File: src/rtl/pipe_stage_reg_if.sv
// Handshake and payload bundle for pipe_stage_reg; slave is the stage, master is its environment.
// Statistics counters exist only when PIPE_STAGE_STATS_EN is defined.
interface pipe_stage_reg_if #(
    parameter int CTRL_W = 16,
    parameter int DATA_W = 160
`ifdef PIPE_STAGE_STATS_EN
    ,
    parameter int CNT_W  = 16
`endif
);
    logic              in_valid;
    logic              in_ready;
    logic [CTRL_W-1:0] in_ctrl;
    logic [DATA_W-1:0] in_data;
    logic              out_valid;
    logic              out_ready;
    logic [CTRL_W-1:0] out_ctrl;
    logic [DATA_W-1:0] out_data;
    logic              flush;
    logic [1:0]        occupancy;
`ifdef PIPE_STAGE_STATS_EN
    logic [CNT_W-1:0]  stall_cnt;
    logic [CNT_W-1:0]  bubble_cnt;
`endif

    modport slave (
        input  in_valid, in_ctrl, in_data, out_ready, flush,
        output in_ready, out_valid, out_ctrl, out_data, occupancy
`ifdef PIPE_STAGE_STATS_EN
        ,
        output stall_cnt, bubble_cnt
`endif
    );

    modport master (
        output in_valid, in_ctrl, in_data, out_ready, flush,
        input  in_ready, out_valid, out_ctrl, out_data, occupancy
`ifdef PIPE_STAGE_STATS_EN
        ,
        input  stall_cnt, bubble_cnt
`endif
    );
endinterface

File: src/rtl/pipe_stage_reg.sv
// Inter-stage pipeline register: valid/ready handshake, one-entry skid buffer, synchronous flush.
// Optional stall/bubble statistics counters are built when PIPE_STAGE_STATS_EN is defined.
//
//   state    | meaning
//   ---------+-----------------------------------------------
//   ST_EMPTY | nothing held, in_ready=1, out_valid=0
//   ST_FULL  | main entry valid, in_ready=1, out_valid=1
//   ST_SKID  | main and skid valid, in_ready=0, out_valid=1
module pipe_stage_reg #(
    parameter int CTRL_W = 16,
    parameter int DATA_W = 160
`ifdef PIPE_STAGE_STATS_EN
    ,
    parameter int CNT_W  = 16
`endif
) (
    input  logic            clk,
    input  logic            rst,
    pipe_stage_reg_if.slave bus
);

    localparam logic [1:0] ST_EMPTY = 2'd0;
    localparam logic [1:0] ST_FULL  = 2'd1;
    localparam logic [1:0] ST_SKID  = 2'd2;

    logic [1:0]        state;
    logic [1:0]        state_nxt;
    logic [CTRL_W-1:0] main_ctrl;
    logic [CTRL_W-1:0] main_ctrl_nxt;
    logic [DATA_W-1:0] main_data;
    logic [DATA_W-1:0] main_data_nxt;
    logic [CTRL_W-1:0] skid_ctrl;
    logic [CTRL_W-1:0] skid_ctrl_nxt;
    logic [DATA_W-1:0] skid_data;
    logic [DATA_W-1:0] skid_data_nxt;

    logic out_valid;
    logic in_ready;
    logic accept;
    logic drain;

    // Handshake outputs decode only the state register, so no input reaches them combinationally.
    assign out_valid = (state != ST_EMPTY);
    assign in_ready  = (state != ST_SKID);
    assign accept    = bus.in_valid & in_ready;
    assign drain     = out_valid & bus.out_ready;

    always_comb begin
        state_nxt     = state;
        main_ctrl_nxt = main_ctrl;
        main_data_nxt = main_data;
        skid_ctrl_nxt = skid_ctrl;
        skid_data_nxt = skid_data;
        if (bus.flush) begin
            // Anything accepted this cycle is squashed along with the held entries.
            state_nxt     = ST_EMPTY;
            main_ctrl_nxt = '0;
            main_data_nxt = '0;
            skid_ctrl_nxt = '0;
            skid_data_nxt = '0;
        end else begin
            case (state)
                ST_EMPTY: begin
                    if (accept) begin
                        state_nxt     = ST_FULL;
                        main_ctrl_nxt = bus.in_ctrl;
                        main_data_nxt = bus.in_data;
                    end
                end
                ST_FULL: begin
                    if (accept && drain) begin
                        main_ctrl_nxt = bus.in_ctrl;
                        main_data_nxt = bus.in_data;
                    end else if (accept) begin
                        state_nxt     = ST_SKID;
                        skid_ctrl_nxt = bus.in_ctrl;
                        skid_data_nxt = bus.in_data;
                    end else if (drain) begin
                        state_nxt     = ST_EMPTY;
                    end
                end
                ST_SKID: begin
                    if (drain) begin
                        state_nxt     = ST_FULL;
                        main_ctrl_nxt = skid_ctrl;
                        main_data_nxt = skid_data;
                    end
                end
                default: begin
                    state_nxt     = ST_EMPTY;
                    main_ctrl_nxt = '0;
                    main_data_nxt = '0;
                    skid_ctrl_nxt = '0;
                    skid_data_nxt = '0;
                end
            endcase
        end
    end

    always_ff @(posedge clk or posedge rst) begin
        if (rst) begin
            state     <= ST_EMPTY;
            main_ctrl <= '0;
            main_data <= '0;
            skid_ctrl <= '0;
            skid_data <= '0;
        end else begin
            state     <= state_nxt;
            main_ctrl <= main_ctrl_nxt;
            main_data <= main_data_nxt;
            skid_ctrl <= skid_ctrl_nxt;
            skid_data <= skid_data_nxt;
        end
    end

    always_comb begin
        case (state)
            ST_FULL: bus.occupancy = 2'd1;
            ST_SKID: bus.occupancy = 2'd2;
            default: bus.occupancy = 2'd0;
        endcase
    end

    assign bus.in_ready  = in_ready;
    assign bus.out_valid = out_valid;
    // Bubbles carry an all-zero control bundle so downstream write enables stay off.
    assign bus.out_ctrl  = out_valid ? main_ctrl : '0;
    assign bus.out_data  = main_data;

`ifdef PIPE_STAGE_STATS_EN
    logic [CNT_W-1:0] stall_cnt;
    logic [CNT_W-1:0] bubble_cnt;

    // Counters see the pre-flush out_valid and survive flush; only rst clears them.
    always_ff @(posedge clk or posedge rst) begin
        if (rst) begin
            stall_cnt  <= '0;
            bubble_cnt <= '0;
        end else begin
            if (out_valid && !bus.out_ready && (stall_cnt != '1)) begin
                stall_cnt <= stall_cnt + CNT_W'(1);
            end
            if (!out_valid && (bubble_cnt != '1)) begin
                bubble_cnt <= bubble_cnt + CNT_W'(1);
            end
        end
    end

    assign bus.stall_cnt  = stall_cnt;
    assign bus.bubble_cnt = bubble_cnt;
`endif

endmodule

File: src/flat_wrapper.sv
// flat-port wrapper written by rule: the top's interface ports become plain ports
module pipe_stage_reg_flat 
#(
    parameter int CTRL_W = 16,
    parameter int DATA_W = 160

)
  (clk, rst, bus_in_valid, bus_in_ctrl, bus_in_data, bus_out_ready, bus_flush, bus_in_ready, bus_out_valid, bus_out_ctrl, bus_out_data, bus_occupancy);
  pipe_stage_reg_if #(.CTRL_W(CTRL_W), .DATA_W(DATA_W)) bus_i ();
  input  logic clk;
  input  logic rst;
  input wire logic [$bits(bus_i.in_valid)-1:0] bus_in_valid;
  input wire logic [$bits(bus_i.in_ctrl)-1:0] bus_in_ctrl;
  input wire logic [$bits(bus_i.in_data)-1:0] bus_in_data;
  input wire logic [$bits(bus_i.out_ready)-1:0] bus_out_ready;
  input wire logic [$bits(bus_i.flush)-1:0] bus_flush;
  output wire logic [$bits(bus_i.in_ready)-1:0] bus_in_ready;
  output wire logic [$bits(bus_i.out_valid)-1:0] bus_out_valid;
  output wire logic [$bits(bus_i.out_ctrl)-1:0] bus_out_ctrl;
  output wire logic [$bits(bus_i.out_data)-1:0] bus_out_data;
  output wire logic [$bits(bus_i.occupancy)-1:0] bus_occupancy;
  assign bus_i.in_valid = bus_in_valid;
  assign bus_i.in_ctrl = bus_in_ctrl;
  assign bus_i.in_data = bus_in_data;
  assign bus_i.out_ready = bus_out_ready;
  assign bus_i.flush = bus_flush;
  assign bus_in_ready = bus_i.in_ready;
  assign bus_out_valid = bus_i.out_valid;
  assign bus_out_ctrl = bus_i.out_ctrl;
  assign bus_out_data = bus_i.out_data;
  assign bus_occupancy = bus_i.occupancy;
  pipe_stage_reg #(.CTRL_W(CTRL_W), .DATA_W(DATA_W)) u_core (.clk(clk), .rst(rst), .bus(bus_i));
endmodule
File: config.mk
export PLATFORM = sky130hd
export DESIGN_NAME = pipe_stage_reg_flat
export DESIGN_NICKNAME = d
export VERILOG_FILES = /design/src/rtl/pipe_stage_reg_if.sv /design/src/rtl/pipe_stage_reg.sv /design/src/flat_wrapper.sv
export SDC_FILE = /design/constraint.sdc
export NUM_CORES = 1
export LEC_CHECK = 0
export BUFFER_PORTS_ARGS = -buffer_cell sky130_fd_sc_hd__buf_2
export CELL_PAD_IN_SITES_DETAIL_PLACEMENT = 0
export CELL_PAD_IN_SITES_GLOBAL_PLACEMENT = 1
export CORE_ASPECT_RATIO = 1.25
export CORE_MARGIN = 2
export CORE_UTILIZATION = 38
export CTS_CLUSTER_DIAMETER = 60
export CTS_CLUSTER_SIZE = 28
export DETAILED_ROUTE_END_ITERATION = 16
export PLACE_DENSITY_LB_ADDON = 0.1
export SYNTH_ARGS = -nofsm -noshare
export SYNTH_HDL_FRONTEND = slang
export SYNTH_SLANG_ARGS = --single-unit
File: constraint.sdc
create_clock -name clk -period 11 [get_ports clk]
set_input_delay 1.65 -clock clk [delete_from_list [all_inputs] [get_ports clk]]
set_output_delay 1.65 -clock clk [all_outputs]
set_load 0.005 [all_outputs]
==> flow_summary.ini <==
[logic_synthesis]
synth_area_um2 = 18200
ys_types = 24
synth_area_per_cell_um2 = 9.18
ys_seq_area_share_pct = 48.7
ys_warn_count = 0
ys_ff_latch = 354
syn_nets = 2161
syn-instance-count = 1980

[clocking]
cts-hold-fix-buffers = 0
cts_tree = yes
cts.clk_slew.worst_paths_ns = 0.07
cts_buffer_depth = 3
cts_buffers = 36
htreeDepth = 2
postCtsSetupRepairBufs = 0
clk_latency_ns = 0.54
cts.sinks = 354
post_cts_resized = 0
root_buffer = clkbuf_16

[hold_path]
worstHoldPathCells = 1
min_to = u_core.bus.out_data[7]$_DFFE_PP0P_
hp-start = u_core.bus.out_data[7]$_DFFE_PP0P_
hold_path.class = reg -> reg

[placed_design]
dpl.hpwl_mm = 33.1
gp_congestion = 0.757
dp_cells = 2823
dpl_cell_area_um2 = 20100
numPortBuffers = 360

[routing]
drtAntennaViolNets = 0
via_per_inst = 5.34
top_layer = met5
initialDrtViolationCount = 908
drtPass1Iterations = 5
num_vias = 15400
route.met3.wl_mm = 3.55
drcViolationCount = 0
drt-met1-wl_mm = 26.4
wl_met2_mm = 26.7
wl_per_cell_um = 20.1
wl_mm = 58.1

[pwr]
combPwrFrac_pct = 14.9
power.density_nw_per_um2 = 152
p_clk_share_pct = 40.0
switching_power_uw = 923
power_leakage_nw = 10.5
p_sw_share_pct = 28.4
p_int_mw = 2.32
sequentialPowerShare_pct = 45.0
vdd_drop_max_v = 0.0000922

[worst_setup_path]
critPathMaxFanout = 78
startpoint = u_core.state[0]$_DFFE_PP0P_
cp.required_ns = 11.47
rr_worst_depth = 6
arrival_ns = 5.61
cp-start-kind = register
reg2reg_from = u_core.state[0]$_DFFE_PP0P_
reg2reg_to = u_core.skid_data[35]$_DFFE_PP0P_
end_kind = register
reg2reg_setup_slack_ns = 5.86
critical_path_class = reg -> reg

[finish]
seqCellArea_um2 = 8860
syn_to_final_growth_pct = 17.3
multiInputGateArea_um2 = 7760
final-instance-count-excl-fill = 2891
fin_nets = 2405
fillers = 4716
layout-drive-gt1-share_pct = 20.0
stdcell_area_um2 = 21300

[sta]
worstMarginPinSlew_ns = 1.12
holdWs_ns = 0.482
period_needed_ns = 5.14
rsz0062_at_grt = no
max_freq_ghz = 0.194
setup_violations = 0
final.setup.tns_ns = 0
report.final.hold_viol_count = 0
maxSlewHeadroom_pct = 25.4
drv_slew = 0
period_share_pct = 46.8
skew_ns = 0.00994

[global_routing]
antenna_found_initial = 14
grt_pass1_vias = 15300
grt_overflow = 0
grt.total_usage_pct = 23.2
grt_pass1_wl_mm = 90.8
grt_max_degree = 150

[floorplanning]
dieArea_um2 = 49600
rows = 89
die_h_um = 249
pin_count = 361
initial_core_util_pct = 38.5
die_w_um = 200
core_area_um2 = 47200

[run_status]
status = complete, no violations

[flow_run]
drv_cap = 0
[worst max path at each step]
stage | endpoint | slack [ns] | cells after the start
floorplan | u_core.bus.out_data[0]$_DFFE_PP0P_ | 4.61 | 1
global placement | u_core.skid_data[38]$_DFFE_PP0P_ | 5.92 | 6
detailed placement | u_core.skid_data[35]$_DFFE_PP0P_ | 5.90 | 6
CTS | u_core.skid_data[70]$_DFFE_PP0P_ | 5.90 | 6
global route | u_core.skid_data[37]$_DFFE_PP0P_ | 5.66 | 6
finish | u_core.skid_data[35]$_DFFE_PP0P_ | 5.86 | 6
[flip-flops by register name (all words and copies together), names as in the netlist]
| signal | flops |
|---|---|
| u_core.bus.out_data | 160 |
| u_core.skid_data | 160 |
| u_core.main_ctrl | 16 |
| u_core.skid_ctrl | 16 |
| u_core.state | 2 |
[layout make-up]
cell class,instances,share of cell area [%]
sequential,354,41.6
multi-input combinational,1268,36.4
timing repair buffer,383,9.33
clock buffer,43,4.59
tap,637,3.74
inverter,181,3.22
clock inverter,18,1.06
antenna,7,0.0822
[power by group through the flow]
stage / combinational [mW] / sequential, mW / clock, mW
4_1_cts: 0.493 / 1.46 / 1.34
5_1_grt: 0.541 / 1.47 / 1.38
6_report: 0.484 / 1.46 / 1.30
3_3_place_gp: 0.486 / 1.48 / 0
2_1_floorplan: 0.293 / 1.47 / 0
3_5_place_dp: 0.492 / 1.48 / 0
[cells in the final DEF, fill, tap and decap left out]
master,count
nor2_4,1
diode_2,7
clkbuf_16,37
inv_4,1
buf_2,359
mux2i_1,176
buf_12,1
or3b_4,1
a2111oi_1,20
nor2b_4,1
inv_6,5
dfrtp_1,353
nand2_4,1
bufinv_16,4
clkbuf_1,3
a2111oi_0,156
nor2b_1,17
clkinv_4,2
inv_1,179
dfrtp_4,1
clkinvlp_4,5
o21a_1,176
nor2_1,356
clkinv_2,3
nand2_8,1
clkbuf_8,3
nor3_1,1
nand2b_1,2
a21o_4,1
nand2_1,176
buf_4,23
a21oi_1,4
o21ai_0,178
[worst max-delay path, cell delays in order (launching register included)]
cell and delay, ns:
dfrtp_4 0.65, buf_4 0.76, buf_4 0.85, a21o_4 0.64, buf_4 0.85, buf_4 0.67, mux2i_1 0.26
[kinds of logic after synthesis]
logic type | synth area share, %
muxes | 9.69
buffers and inverters | 8.83
AOI/OAI and AO/OA | 20.9
DFF | 48.7
and+or+nand+nor | 11.8
[Yosys cell counts, drive strengths merged]
| cell | number | area share [%] |
|---|---|---|
| nor2 | 357 | 7.4 |
| dfrtp | 354 | 49 |
| inv | 181 | 3.7 |
| nand2 | 178 | 3.7 |
| o21ai | 178 | 4.9 |
| a2111oi | 176 | 8.6 |
| mux2i | 176 | 9.7 |
| o21a | 176 | 7.3 |
| clkbuf | 92 | 1.9 |
| buf | 85 | 3.2 |
| nor2b | 18 | 0.62 |
| a21oi | 4 | 0.11 |
| nand2b | 2 | 0.069 |
| a21o | 1 | 0.041 |
| nor3 | 1 | 0.027 |
| or3b | 1 | 0.048 |
[metrics by stage]
| stage | total power [mW] | setup WS, ns | utilization, % |
|---|---|---|---|
| after floorplan | 1.77 | 4.61 | - |
| after global placement | 1.97 | 5.92 | 42.6 |
| after CTS | 3.29 | 5.90 | 45.1 |
| final | 3.24 | 5.86 | 45.2 |
| after global routing | 3.40 | 5.66 | 45.1 |
| after detailed placement | 1.98 | 5.90 | 42.6 |
[per-layer routing]
layer	up-vias	global-route usage, %
li1	7235	-
met1	7660	32.1
met2	434	36.6
met3	88	5.00
met4	20	6.20
met5	-	0
Power figures use the tool's default switching activity.
